**src/rtl/irq_controller.sv**
```systemverilog
// Memory-mapped interrupt controller: per-source enable, global enable, pending and priority vector.
// Optional edge-triggered sources are compiled in with the IRQ_EDGE_MODE_EN macro.
module irq_controller #(
  parameter int NUM_SRC = 8
) (
  input  logic               clk,
  input  logic               reset,
  input  logic [NUM_SRC-1:0] src,
  input  logic               select,
  input  logic [3:0]         we,
  input  logic               rd,
  input  logic [1:0]         addr,
  input  logic [31:0]        wdata,
  output logic [31:0]        rdata,
  output logic               irq
);

  // Only the first eight sources can be switched to edge mode.
  localparam int NE = (NUM_SRC < 8) ? NUM_SRC : 8;

  logic [NUM_SRC-1:0] src_q;
  logic [NUM_SRC-1:0] enable;
  logic [NUM_SRC-1:0] pending;
  logic [NUM_SRC-1:0] active;
  logic               gie;
  logic               wr;
  logic               wr_enable;
  logic               wr_pend;
  logic [3:0]         vec_idx;
  logic               vec_none;
  logic               unused_inputs;

  assign wr        = select && (we != 4'b0000);
  assign wr_enable = wr && (addr == 2'd1);
  assign wr_pend   = wr && (addr == 2'd2);
  assign active    = pending & enable;

  // rd is a strobe with no side effects; not every write-data bit maps to state.
  assign unused_inputs = ^{rd, we, wdata, wr_pend};

  // Stage boundary: source sampling, enables and the registered request.
  always_ff @(posedge clk) begin
    if (reset) begin
      src_q  <= '0;
      enable <= '0;
      gie    <= 1'b0;
      irq    <= 1'b0;
    end else begin
      src_q <= src;
      irq   <= gie & (|active);
      if (wr_enable) begin
        for (int i = 0; i < NUM_SRC; i++) begin
          if ((i < 8) ? we[0] : we[1]) enable[i] <= wdata[i];
        end
        if (we[3]) gie <= wdata[31];
      end
    end
  end

`ifdef IRQ_EDGE_MODE_EN
  logic [NE-1:0] mode;
  logic [NE-1:0] mode_d;
  logic [NE-1:0] pend_edge;
  logic [NE-1:0] rise;
  logic [NE-1:0] clr;

  // A mode change discards stale latched state; a new rising edge still wins over any clear.
  always_comb begin
    mode_d = (wr_enable && we[2]) ? wdata[16 +: NE] : mode;
    rise   = src[NE-1:0] & ~src_q[NE-1:0];
    clr    = (mode_d ^ mode) | (wr_pend ? wdata[NE-1:0] : '0);
  end

  // Stage boundary: edge latches and mode bits.
  always_ff @(posedge clk) begin
    if (reset) begin
      mode      <= '0;
      pend_edge <= '0;
    end else begin
      mode      <= mode_d;
      pend_edge <= (pend_edge & ~clr) | rise;
    end
  end

  always_comb begin
    pending = src_q;
    for (int i = 0; i < NE; i++) begin
      if (mode[i]) pending[i] = pend_edge[i];
    end
  end
`else
  assign pending = src_q;
`endif

  // Lowest index wins, so scan downward and let the last hit stand.
  always_comb begin
    vec_idx  = 4'd0;
    vec_none = 1'b1;
    for (int i = NUM_SRC - 1; i >= 0; i--) begin
      if (active[i]) begin
        vec_idx  = 4'(i);
        vec_none = 1'b0;
      end
    end
  end

  always_comb begin
    rdata = '0;
    case (addr)
      2'd0: rdata[NUM_SRC-1:0] = active;
      2'd1: begin
        rdata[NUM_SRC-1:0] = enable;
        rdata[31]          = gie;
`ifdef IRQ_EDGE_MODE_EN
        rdata[16 +: NE]    = mode;
`endif
      end
      2'd2: rdata[NUM_SRC-1:0] = pending;
      default: begin
        rdata[31]  = vec_none;
        rdata[3:0] = vec_idx;
      end
    endcase
  end

endmodule

```
**config.mk**
```make
export PLATFORM = sky130hd
export DESIGN_NAME = irq_controller
export DESIGN_NICKNAME = d
export VERILOG_FILES = /design/src/rtl/irq_controller.sv
export SDC_FILE = /design/constraint.sdc
export NUM_CORES = 1
export LEC_CHECK = 0
export BUFFER_PORTS_ARGS = -buffer_cell sky130_fd_sc_hd__buf_4
export CAP_MARGIN = 20
export CORE_ASPECT_RATIO = 0.7
export CORE_UTILIZATION = 34
export DETAILED_ROUTE_END_ITERATION = 12
export GPL_ROUTABILITY_DRIVEN = 1
export GPL_TIMING_DRIVEN = 0
export PLACE_DENSITY = 0.74
export SKIP_CTS_REPAIR_TIMING = 1
export SYNTH_ARGS = -nofsm -noshare
export SYNTH_HDL_FRONTEND = slang
export SYNTH_SLANG_ARGS = --single-unit
```
**constraint.sdc**
```tcl
create_clock -name clk -period 1 [get_ports clk]
set_input_delay 0.05 -clock clk [delete_from_list [all_inputs] [get_ports clk]]
set_output_delay 0.05 -clock clk [all_outputs]
set_load 0.005 [all_outputs]
```
==> results_dict.tcl, run 1 <==
set metrics [dict create \
    outcome "complete, but fails checks" \
    violations "hold timing, setup timing" \
    synth_warnings 0 \
    cp_data_arrival_time_ns 1.44 \
    cp_max_fo 3 \
    n_antenna_cell 0 \
    max_freq_mhz 672 \
    cp.required_ns 0.95 \
    synth_top_cell_area_share 0.364 \
    chipWidth_um 66.5 \
    slowest_stage "dfxtp_2" \
    power_density_nw_per_um2 1110 \
    period_share 1.49 \
    cts.root.buffer_cell "clkbuf_8" \
    antenna_left 0 \
    clock_latency_ns 0.26 \
    layout_common_cells "buf_4 (62), nand2_1 (27), conb_1 (23), a21oi_1 (10), nor2b_1 (9)" \
    syn2layout_area_growth_pct 54.8 \
    max_cap_viol_count 0 \
    timing.final.max_slew_violations 0 \
    final-setup-viol-count 8 \
    critPathLaunch "pending[5]" \
    num-fill-cells 244 \
    hold_class "input pin to flop" \
    drc 0 \
    fp.dieH_um 47.2 \
    core_um2 2610 \
    crit_path_end "rdata[31]" \
    drt_iter0_markers 18 \
    skew_ns 0.00103 \
    cp-end-kind "output port" \
    ys_seq_elements 18 \
    clkTransAtPathRegs_ns 0.07 \
    yosys.cell_types.count 22 \
    synthCells 126 \
    grt.overflow.total 0 \
    rows 15 \
    r2r_slack_ns -0.21 \
    pin_count 83 \
    io_buffers 33 \
    antenna_found_initial 0 \
    rr_worst_depth 5 \
    hold_violations 1 \
    worst_hold_slack_ns -0.000400 \
    drt-wirelength-per-cell_um 10.9 \
    cts.sinks 18 \
    peakVddDrop_mv 0.905 \
    r2r-end "irq" \
    r2r_start "pending[5]" \
    grt_pass1_vias 837 \
    syn_area_per_cell_um2 7.86 \
    final_nets 240 \
    vias 985 \
    die_area_um2 3140 \
    routed_wl_um 2440 \
    seqCellArea_um2 382 \
    yosysTopAreaCell "dfxtp_1" \
    cts_buffers 3 \
    via_per_inst 4.42 \
    start_util 0.380 \
    leakagePower_nw 0.754 \
    multi_input_area_um2 566 \
    startpoint_type "flop" \
    htreeDepth 1 \
    ys_seq_area_frac 0.364 \
    finalWorstPathRequiredPeriod_ns 1.49 \
    grt_pass1_wl_um 3610 \
    max_stage_delay_ns 0.33 \
    first_pass_iters 4 \
    place_hpwl_um 1850 \
    syn_area_um2 991 \
    crit_chain "a22oi_2 > nand3_2 > nor3b_4 > a22o_1 > buf_4" \
    synth_area_leaders "dfxtp_1 (36%), buf_4 (20%), nand2_1 (11%)" \
    power_mw 1.71 \
    cts_tree "done" \
    fin_tns_setup_ns -1.75 \
    grt_util_all_layers 0.159 \
    drive_above_1_share 0.481 \
    rsz0062_at_grt "yes" \
    grt_max_degree 11 \
    fin_ws_ns -0.489 \
    layout_commonest_cell "buf_4" \
    path_class "flop to output port" \
    max-clock-path-buffers 2 \
    gp_congestion 0.920 \
]
[sequential cells by signal (all words and copies together) (netlist names)]
name and count:
enable 8, gie 1, irq 1, pending 8
[per-layer routing]
layer,track usage,part of all wire,up-vias
met5,0,0,-
met3,0.0583,0.075,5
li1,-,-,503
met4,0.0340,0.012,0
met2,0.306,0.50,42
met1,0.173,0.41,435
[cells by family (layout without fill, tap and decap cells)]
| family | count (synthesis) | after routing | synth area share |
|---|---|---|---|
| other | 1 | 23 | 0.00378 |
| AND/OR/NAND/NOR | 52 | 52 | 0.255 |
| buffers and inverters | 28 | 69 | 0.208 |
| flip-flops | 18 | 18 | 0.364 |
| AO/OA/AOI/OAI | 27 | 27 | 0.169 |
[layout make-up]
| cell class | count | area share |
|---|---|---|
| plain buffers | 28 | 0.135 |
| clock buffers | 4 | 0.0359 |
| multi-input cells | 102 | 0.369 |
| flip-flops and latches | 18 | 0.249 |
| well taps | 34 | 0.0277 |
| repair buffers | 37 | 0.184 |
[per-stage QoR]
| step | utilization | hold WS, ns | instance area [um2] | instances | setup slack, ns |
|---|---|---|---|---|---|
| final | 0.588 | -0.000400 | 1530 | 223 | -0.489 |
| after global routing | 0.588 | 0.000810 | 1530 | 223 | -0.569 |
| after global placement | 0.523 | 0.262 | 1360 | 215 | -0.178 |
| after floorplan | - | 0.122 | 1070 | 148 | 0.00582 |
| after CTS | 0.544 | -0.00395 | 1420 | 219 | -0.511 |
| after detailed placement | 0.523 | 0.266 | 1360 | 215 | -0.221 |
[report_power, final]
part           switching, mW  total (mW)  leakage, nW  internal, mW
registers             0.0267       0.765        0.153         0.739
clock network          0.251       0.601       0.0288         0.350
logic                  0.130       0.340        0.573         0.210
total                  0.407        1.71        0.754          1.30
[Yosys cell counts (all sizes together)]
library cell,instances
o22ai,9
buf,27
clkbuf,1
and3b,1
nor3b,2
o211ai,1
a21oi,12
conb,1
nor2,5
a22o,1
a31oi,1
a31o,1
dfxtp,18
nand4,1
and2,2
nand2,29
a22oi,2
nor2b,9
nand3,3
[how the worst min path moves through the flow]
stage                      end  depth (start not counted)  startpoint
floorplan           pending[0]                          1       reset
global placement    pending[3]                          2      src[3]
detailed placement  pending[5]                          2      src[5]
CTS                 pending[5]                          2      src[5]
global route        pending[7]                          2      src[7]
finish              pending[7]                          2      src[7]
[worst max-delay path: cells and delay by family (launching register included)]
kind	cells	cell delay, ns
buffers and inverters	1	0.10
and+or+nand+nor	2	0.34
AOI/OAI and AO/OA	2	0.41
DFF	1	0.33
Note: power is estimated with default switching activity, not from simulation.
==> inputs of run 2 (changes only) <==
--- a/config.mk
+++ b/config.mk
@@ -5,6 +5,7 @@
 export SDC_FILE = /design/constraint.sdc
 export NUM_CORES = 1
 export LEC_CHECK = 0
+export ABC_AREA = 1
 export BUFFER_PORTS_ARGS = -buffer_cell sky130_fd_sc_hd__buf_4
 export CAP_MARGIN = 20
 export CORE_ASPECT_RATIO = 0.7
@@ -12,7 +13,8 @@
 export DETAILED_ROUTE_END_ITERATION = 12
 export GPL_ROUTABILITY_DRIVEN = 1
 export GPL_TIMING_DRIVEN = 0
-export PLACE_DENSITY = 0.74
+export PLACE_DENSITY = 0.73
+export RECOVER_POWER = 50
 export SKIP_CTS_REPAIR_TIMING = 1
 export SYNTH_ARGS = -nofsm -noshare
 export SYNTH_HDL_FRONTEND = slang
==> run 2 against run 1 <==
  * Non-clock buffer count shrank 1
  * Sequential share of layout area decreased by 1.0 points
  * Die area up 2.9%
  * Critical path depth rose by 3
  * Routed wire length shrank 1.9%
  * Maximum frequency up 10%
  * Global-route usage fell by 0.96 points
  * Synthesized cell count rose by 18%
  * The run still ends with hold timing, setup timing left
  * Utilization down 3.6 points
==> results_dict.tcl, run 2 <==
set metrics [dict create \
    outcome "complete, but fails checks" \
    violations "hold timing, setup timing" \
    drt-wirelength-per-cell_um 9.60 \
    p_switching_uw 432 \
    cp_max_fo 2 \
    r2r_start "enable[5]" \
    ys_seq_elements 18 \
    place_hpwl_um 1810 \
    power_mw 1.75 \
    finalWorstPathRequiredPeriod_ns 1.35 \
    min_from "src[2]" \
    routed_wl_um 2390 \
    fin_ws_ns -0.350 \
    intPower_mw 1.31 \
    placed_cells_incl_taps 240 \
    syn_area_um2 1020 \
    synth_enable_flop_cells 0 \
    yosys.cell_types.count 20 \
    cts_buffers 3 \
    start_util 0.362 \
    synthCells 149 \
    place_area_um2 1400 \
    drc 0 \
    hold_violations 4 \
    synth_top_cell_area_share 0.353 \
    grt_max_degree 11 \
    leakagePower_nw 0.847 \
    yosysMostFrequentCell "nand2_1" \
    syn_area_per_cell_um2 6.85 \
    ys_async_sr_fraction 0 \
    hold_class "input pin to flop" \
    synth_mux_area_frac 0 \
    synth_common_cells "nand2_1 (25), buf_4 (24), inv_1 (22), dfxtp_1 (18), a21oi_1 (16)" \
    drive_above_1_share 0.432 \
    cp_top_family "simple AND/OR/NAND/NOR gates" \
    layout_common_cells "buf_4 (55), conb_1 (23), inv_1 (20), nand2_1 (20), a21oi_1 (16)" \
    synthAdderAreaFrac 0 \
    cts.root.buffer_cell "clkbuf_8" \
    seqPwrFrac 0.442 \
    vias 1035 \
    fin_util 0.552 \
    max-clock-path-buffers 2 \
    io_buffers 33 \
    rsz0062_at_grt "yes" \
    grt.overflow.total 0 \
    fin_cells 249 \
    layout_commonest_cell "buf_4" \
    htreeDepth 1 \
    combPwrFrac 0.213 \
    max_cap_viol_count 0 \
    synth_area_leaders "dfxtp_1 (35%), buf_4 (18%), nand2_1 (9.2%)" \
    clkTransAtPathRegs_ns 0.07 \
    fin_tns_setup_ns -1.22 \
    period_share 1.35 \
    grt_pass1_wl_um 3460 \
    core_um2 2820 \
    grt_pass1_vias 852 \
    power_density_nw_per_um2 1120 \
    synth_ff_type "dfxtp_1" \
    critPathBufInv 2 \
    cts.sinks 18 \
    chipWidth_um 67.5 \
    clock_latency_ns 0.26 \
    max_stage_delay_ns 0.32 \
    antenna_found_initial 0 \
    grt_util_all_layers 0.150 \
    num-fill-cells 265 \
    skew_ns 0.00203 \
    synth-simple-area-share 0.183 \
    ys_seq_area_frac 0.353 \
    startpoint_type "flop" \
    cts_tree "done" \
    worst_hold_slack_ns -0.0108 \
    antenna_left 0 \
    fp.dieH_um 47.8 \
    peakVddDrop_mv 0.732 \
    cp-end-kind "output port" \
    n_antenna_cell 0 \
    switching_share 0.247 \
    fin_area_um2 1560 \
    path_class "flop to output port" \
    max_freq_mhz 741 \
    yosysTopAreaCell "dfxtp_1" \
    first_pass_iters 4 \
    cp_common_cell "nand2_2" \
    cp.required_ns 0.95 \
    rows 16 \
    timing.final.max_slew_violations 0 \
    slowest_stage "dfxtp_2" \
    synth_warnings 0 \
    p_clk_frac 0.345 \
    die_area_um2 3230 \
    final-setup-viol-count 5 \
    synth_compound_area_frac 0.185 \
    crit_chain "nand2_2 > nand2_2 > inv_2 > nand3_2 > nor3_2 > nand2_1 > o21ai_2 > buf_4" \
    synth_top_family_by_area "buffers and inverters" \
    critPathLaunch "enable[5]" \
    syn2layout_area_growth_pct 52.6 \
    synth-xor-area-share 0 \
    gp_congestion 0.846 \
    via_per_inst 4.16 \
    final_nets 264 \
    drt_iter0_markers 43 \
    pin_count 83 \
    cp_data_arrival_time_ns 1.30 \
]
[run 2: cell count changes in the layout (fill, tap and decap cells not counted), sizes merged, moves of 2 or more]
cell	previous run	this run
nor2b	9	0
nor3	0	2
nor3b	2	0
o22ai	9	2
o21ai	0	17
buf	62	56
and2	2	0
a21oi	12	16
clkbuf	5	9
inv	0	23
nor2	5	13
nand2	29	26
a22oi	2	0
[run 2: final timing paths]
check                     to  slack [ns]  cells after the start
hold reg to reg    enable[2]        0.47                      2
setup / recovery   rdata[31]       -0.35                      8
hold / removal    pending[2]       -0.01                      3
setup reg to reg         irq        0.04                      6
[run 2: layer usage]
layer | routed length (um) | GRT usage | vias to the layer above
li1 | - | - | 551
met4 | 11 | 0.0383 | 0
met2 | 1170 | 0.250 | 34
met5 | 0 | 0 | -
met1 | 1020 | 0.185 | 447
met3 | 195 | 0.0548 | 3
[run 2: through the flow]
| step | hold WS (ns) | worst slack (ns) |
|---|---|---|
| global placement | 0.253 | -0.171 |
| CTS | -0.0115 | -0.461 |
| floorplan | 0.157 | 0.0969 |
| finish | -0.0108 | -0.350 |
| detailed placement | 0.255 | -0.173 |
| global route | 0.0150 | -0.436 |
[run 2: power by group through the flow]
stage / Clock (mW) / Sequential (mW) / Combinational, mW
6_report: 0.603 / 0.772 / 0.372
3_5_place_dp: 0 / 0.779 / 0.340
2_1_floorplan: 0 / 0.775 / 0.201
3_3_place_gp: 0 / 0.778 / 0.337
5_1_grt: 0.642 / 0.774 / 0.417
4_1_cts: 0.607 / 0.763 / 0.342
[run 2: logic make-up after synthesis]
logic type / count (synthesis)
buf+inv: 49
simple gates: 45
compound gates: 36
flops: 18
other cells: 1
[run 2: worst register-to-register path: cells and delay by family, from the launching register on]
family / cells / cell delay (ns)
and+or+nand+nor: 5 / 0.47
DFF: 1 / 0.32
buffers and inverters: 1 / 0.05
[run 2: layout make-up]
cell class                 instances  area (um2)  share of cell area
multi-input combinational        104         512               0.329
inverter                          23        86.3              0.0554
buffer                            26         195               0.125
tap                               36        45.0              0.0289
sequential                        18         372               0.239
clock buffer                       4        55.1              0.0353
timing repair buffer              38         293               0.188
==> inputs of run 3 (changes only) <==
--- a/config.mk
+++ b/config.mk
@@ -5,7 +5,6 @@
 export SDC_FILE = /design/constraint.sdc
 export NUM_CORES = 1
 export LEC_CHECK = 0
-export ABC_AREA = 1
 export BUFFER_PORTS_ARGS = -buffer_cell sky130_fd_sc_hd__buf_4
 export CAP_MARGIN = 20
 export CORE_ASPECT_RATIO = 0.7
@@ -13,7 +12,7 @@
 export DETAILED_ROUTE_END_ITERATION = 12
 export GPL_ROUTABILITY_DRIVEN = 1
 export GPL_TIMING_DRIVEN = 0
-export PLACE_DENSITY = 0.73
+export PLACE_DENSITY = 0.74
 export RECOVER_POWER = 50
 export SKIP_CTS_REPAIR_TIMING = 1
 export SYNTH_ARGS = -nofsm -noshare
==> run 3 against run 2 <==
  * Register-to-register slack lost 0.25 ns
  * Routed wire length grew 2.3%
  * Largest power group unchanged
  * Utilization grew 3.5 points
  * First-iteration DRC count shrank 51%
  * Sequential share of layout area grew 1.1 points
  * Sequential power shrank 0.9%
  * Critical path depth shrank 3
  * Combinational power shrank 9.1%
  * The run still ends with hold timing, setup timing left
  * Clock-buffer cell count is the same
  * Flip-flop and latch count is the same
==> results_dict.tcl, run 3 (synthesized netlist as in run 1, its figures left out) <==
set metrics [dict create \
    worst_hold_slack_ns -0.000445 \
    layout_common_cells "buf_4 (58), nand2_1 (27), conb_1 (23), a21oi_1 (10), nor2b_1 (9)" \
    outcome "complete, but fails checks" \
    path_class "flop to output port" \
    pin_count 83 \
    period_share 1.49 \
    hold_violations 1 \
    finalWorstPathRequiredPeriod_ns 1.49 \
    hold_class "input pin to flop" \
    rsz0062_at_grt "yes" \
    start_util 0.380 \
    fin_cells 223 \
    violations "hold timing, setup timing" \
    cp_max_fo 3 \
    grt_util_all_layers 0.159 \
    die_area_um2 3140 \
    place_hpwl_um 1850 \
    startpoint_type "flop" \
    drt-wirelength-per-cell_um 11.0 \
    fp.dieH_um 47.2 \
    vias 988 \
    final-setup-viol-count 8 \
    cts.sinks 18 \
    skew_ns 0.000952 \
    power_density_nw_per_um2 1110 \
    core_um2 2610 \
    gp_congestion 0.920 \
    layout_commonest_cell "buf_4" \
    peakVddDrop_mv 0.904 \
    drt_iter0_markers 21 \
    htreeDepth 1 \
    cts_tree "done" \
    top_layer_used "met4" \
    drive_above_1_share 0.476 \
    cts.root.buffer_cell "clkbuf_8" \
    cts_buffers 3 \
    clock_latency_ns 0.26 \
    cp_data_arrival_time_ns 1.44 \
    via_per_inst 4.43 \
    fin_ws_ns -0.488 \
    leakagePower_nw 0.750 \
    n_antenna_cell 0 \
    max_cap_viol_count 0 \
    antenna_left 0 \
    grt_pass1_vias 837 \
    io_buffers 33 \
    drc 0 \
    routed_wl_um 2450 \
    max_freq_mhz 672 \
    dp_slack_ns -0.221 \
    rows 15 \
    num-fill-cells 245 \
    clkTransAtPathRegs_ns 0.07 \
    cp-end-kind "output port" \
    wl_met1_um 1000 \
    grt_max_degree 11 \
    grt_pass1_wl_um 3610 \
    dr_wl_met2_um 1230 \
    placed_cells_incl_taps 215 \
    antenna_found_initial 0 \
    first_pass_iters 4 \
    cp.required_ns 0.95 \
    chipWidth_um 66.5 \
    final_nets 240 \
    max-clock-path-buffers 2 \
    grt.overflow.total 0 \
    syn2layout_area_growth_pct 54.4 \
    route.met3.wl_um 187 \
    timing.final.max_slew_violations 0 \
]
==> run 3: cell types whose count changed in the layout (fill, tap and decap cells not counted), moves of 3 or more <==
cell     before  now
inv_1        20    0
nor2b_1       0    9
o21ai_0       9    0
nand2_1      20   27
nor2_1       12    5
a21oi_1      16   10
nand2_2       5    1
o21ai_1       4    0
o21ai_2       4    0
o22ai_1       1    5
buf_4        55   58
dfxtp_4       0    3
inv_2         3    0
o22ai_2       1    4
==> run 3: critical path: stages (launching register included) <==
cell and delay [ns]:
dfxtp_2 0.33, a22oi_2 0.24, nand3_2 0.13, nor3b_4 0.21, a22o_1 0.17, buf_4 0.10
==> run 3: worst paths after layout <==
| path | startpoint | end | slack [ns] | cells past startpoint |
|---|---|---|---|---|
| worst min register to register | gie | gie | 0.48 | 2 |
| worst max-delay path | pending[5] | rdata[31] | -0.49 | 5 |
| worst max register to register | pending[5] | irq | -0.21 | 5 |
| worst min-delay path | src[7] | pending[7] | -0.0004 | 2 |
==> run 3: power breakdown <==
group	switching, mW	internal (mW)	leakage, nW	total, mW
combinational	0.130	0.208	0.568	0.338
clock	0.251	0.350	0.0288	0.601
sequential	0.0268	0.739	0.153	0.765
==> run 3: final cells by class <==
| class | instances | area (um2) | area share |
|---|---|---|---|
| Sequential cell | 18 | 382 | 0.249 |
| Multi-Input combinational cell | 102 | 566 | 0.370 |
| Timing Repair Buffer | 37 | 279 | 0.182 |
| Tap cell | 34 | 42.5 | 0.0278 |
| Clock buffer | 4 | 55.1 | 0.0360 |
| Buffer | 28 | 206 | 0.135 |
==> run 3: stage by stage <==
stage           util  total power, mW  area (um2)  setup TNS [ns]
2_1_floorplan      -            0.956        1070               0
3_3_place_gp   0.523             1.08        1360          -0.357
3_5_place_dp   0.523             1.09        1360          -0.471
4_1_cts        0.544             1.69        1420           -1.84
5_1_grt        0.587             1.80        1530           -2.24
6_report       0.587             1.70        1530           -1.75
==> run 3: metal layers <==
| metal | global-route usage | up-vias |
|---|---|---|
| met4 | 0.0340 | 0 |
| met1 | 0.173 | 436 |
| met2 | 0.306 | 44 |
| met5 | 0 | - |
| li1 | - | 503 |
| met3 | 0.0583 | 5 |
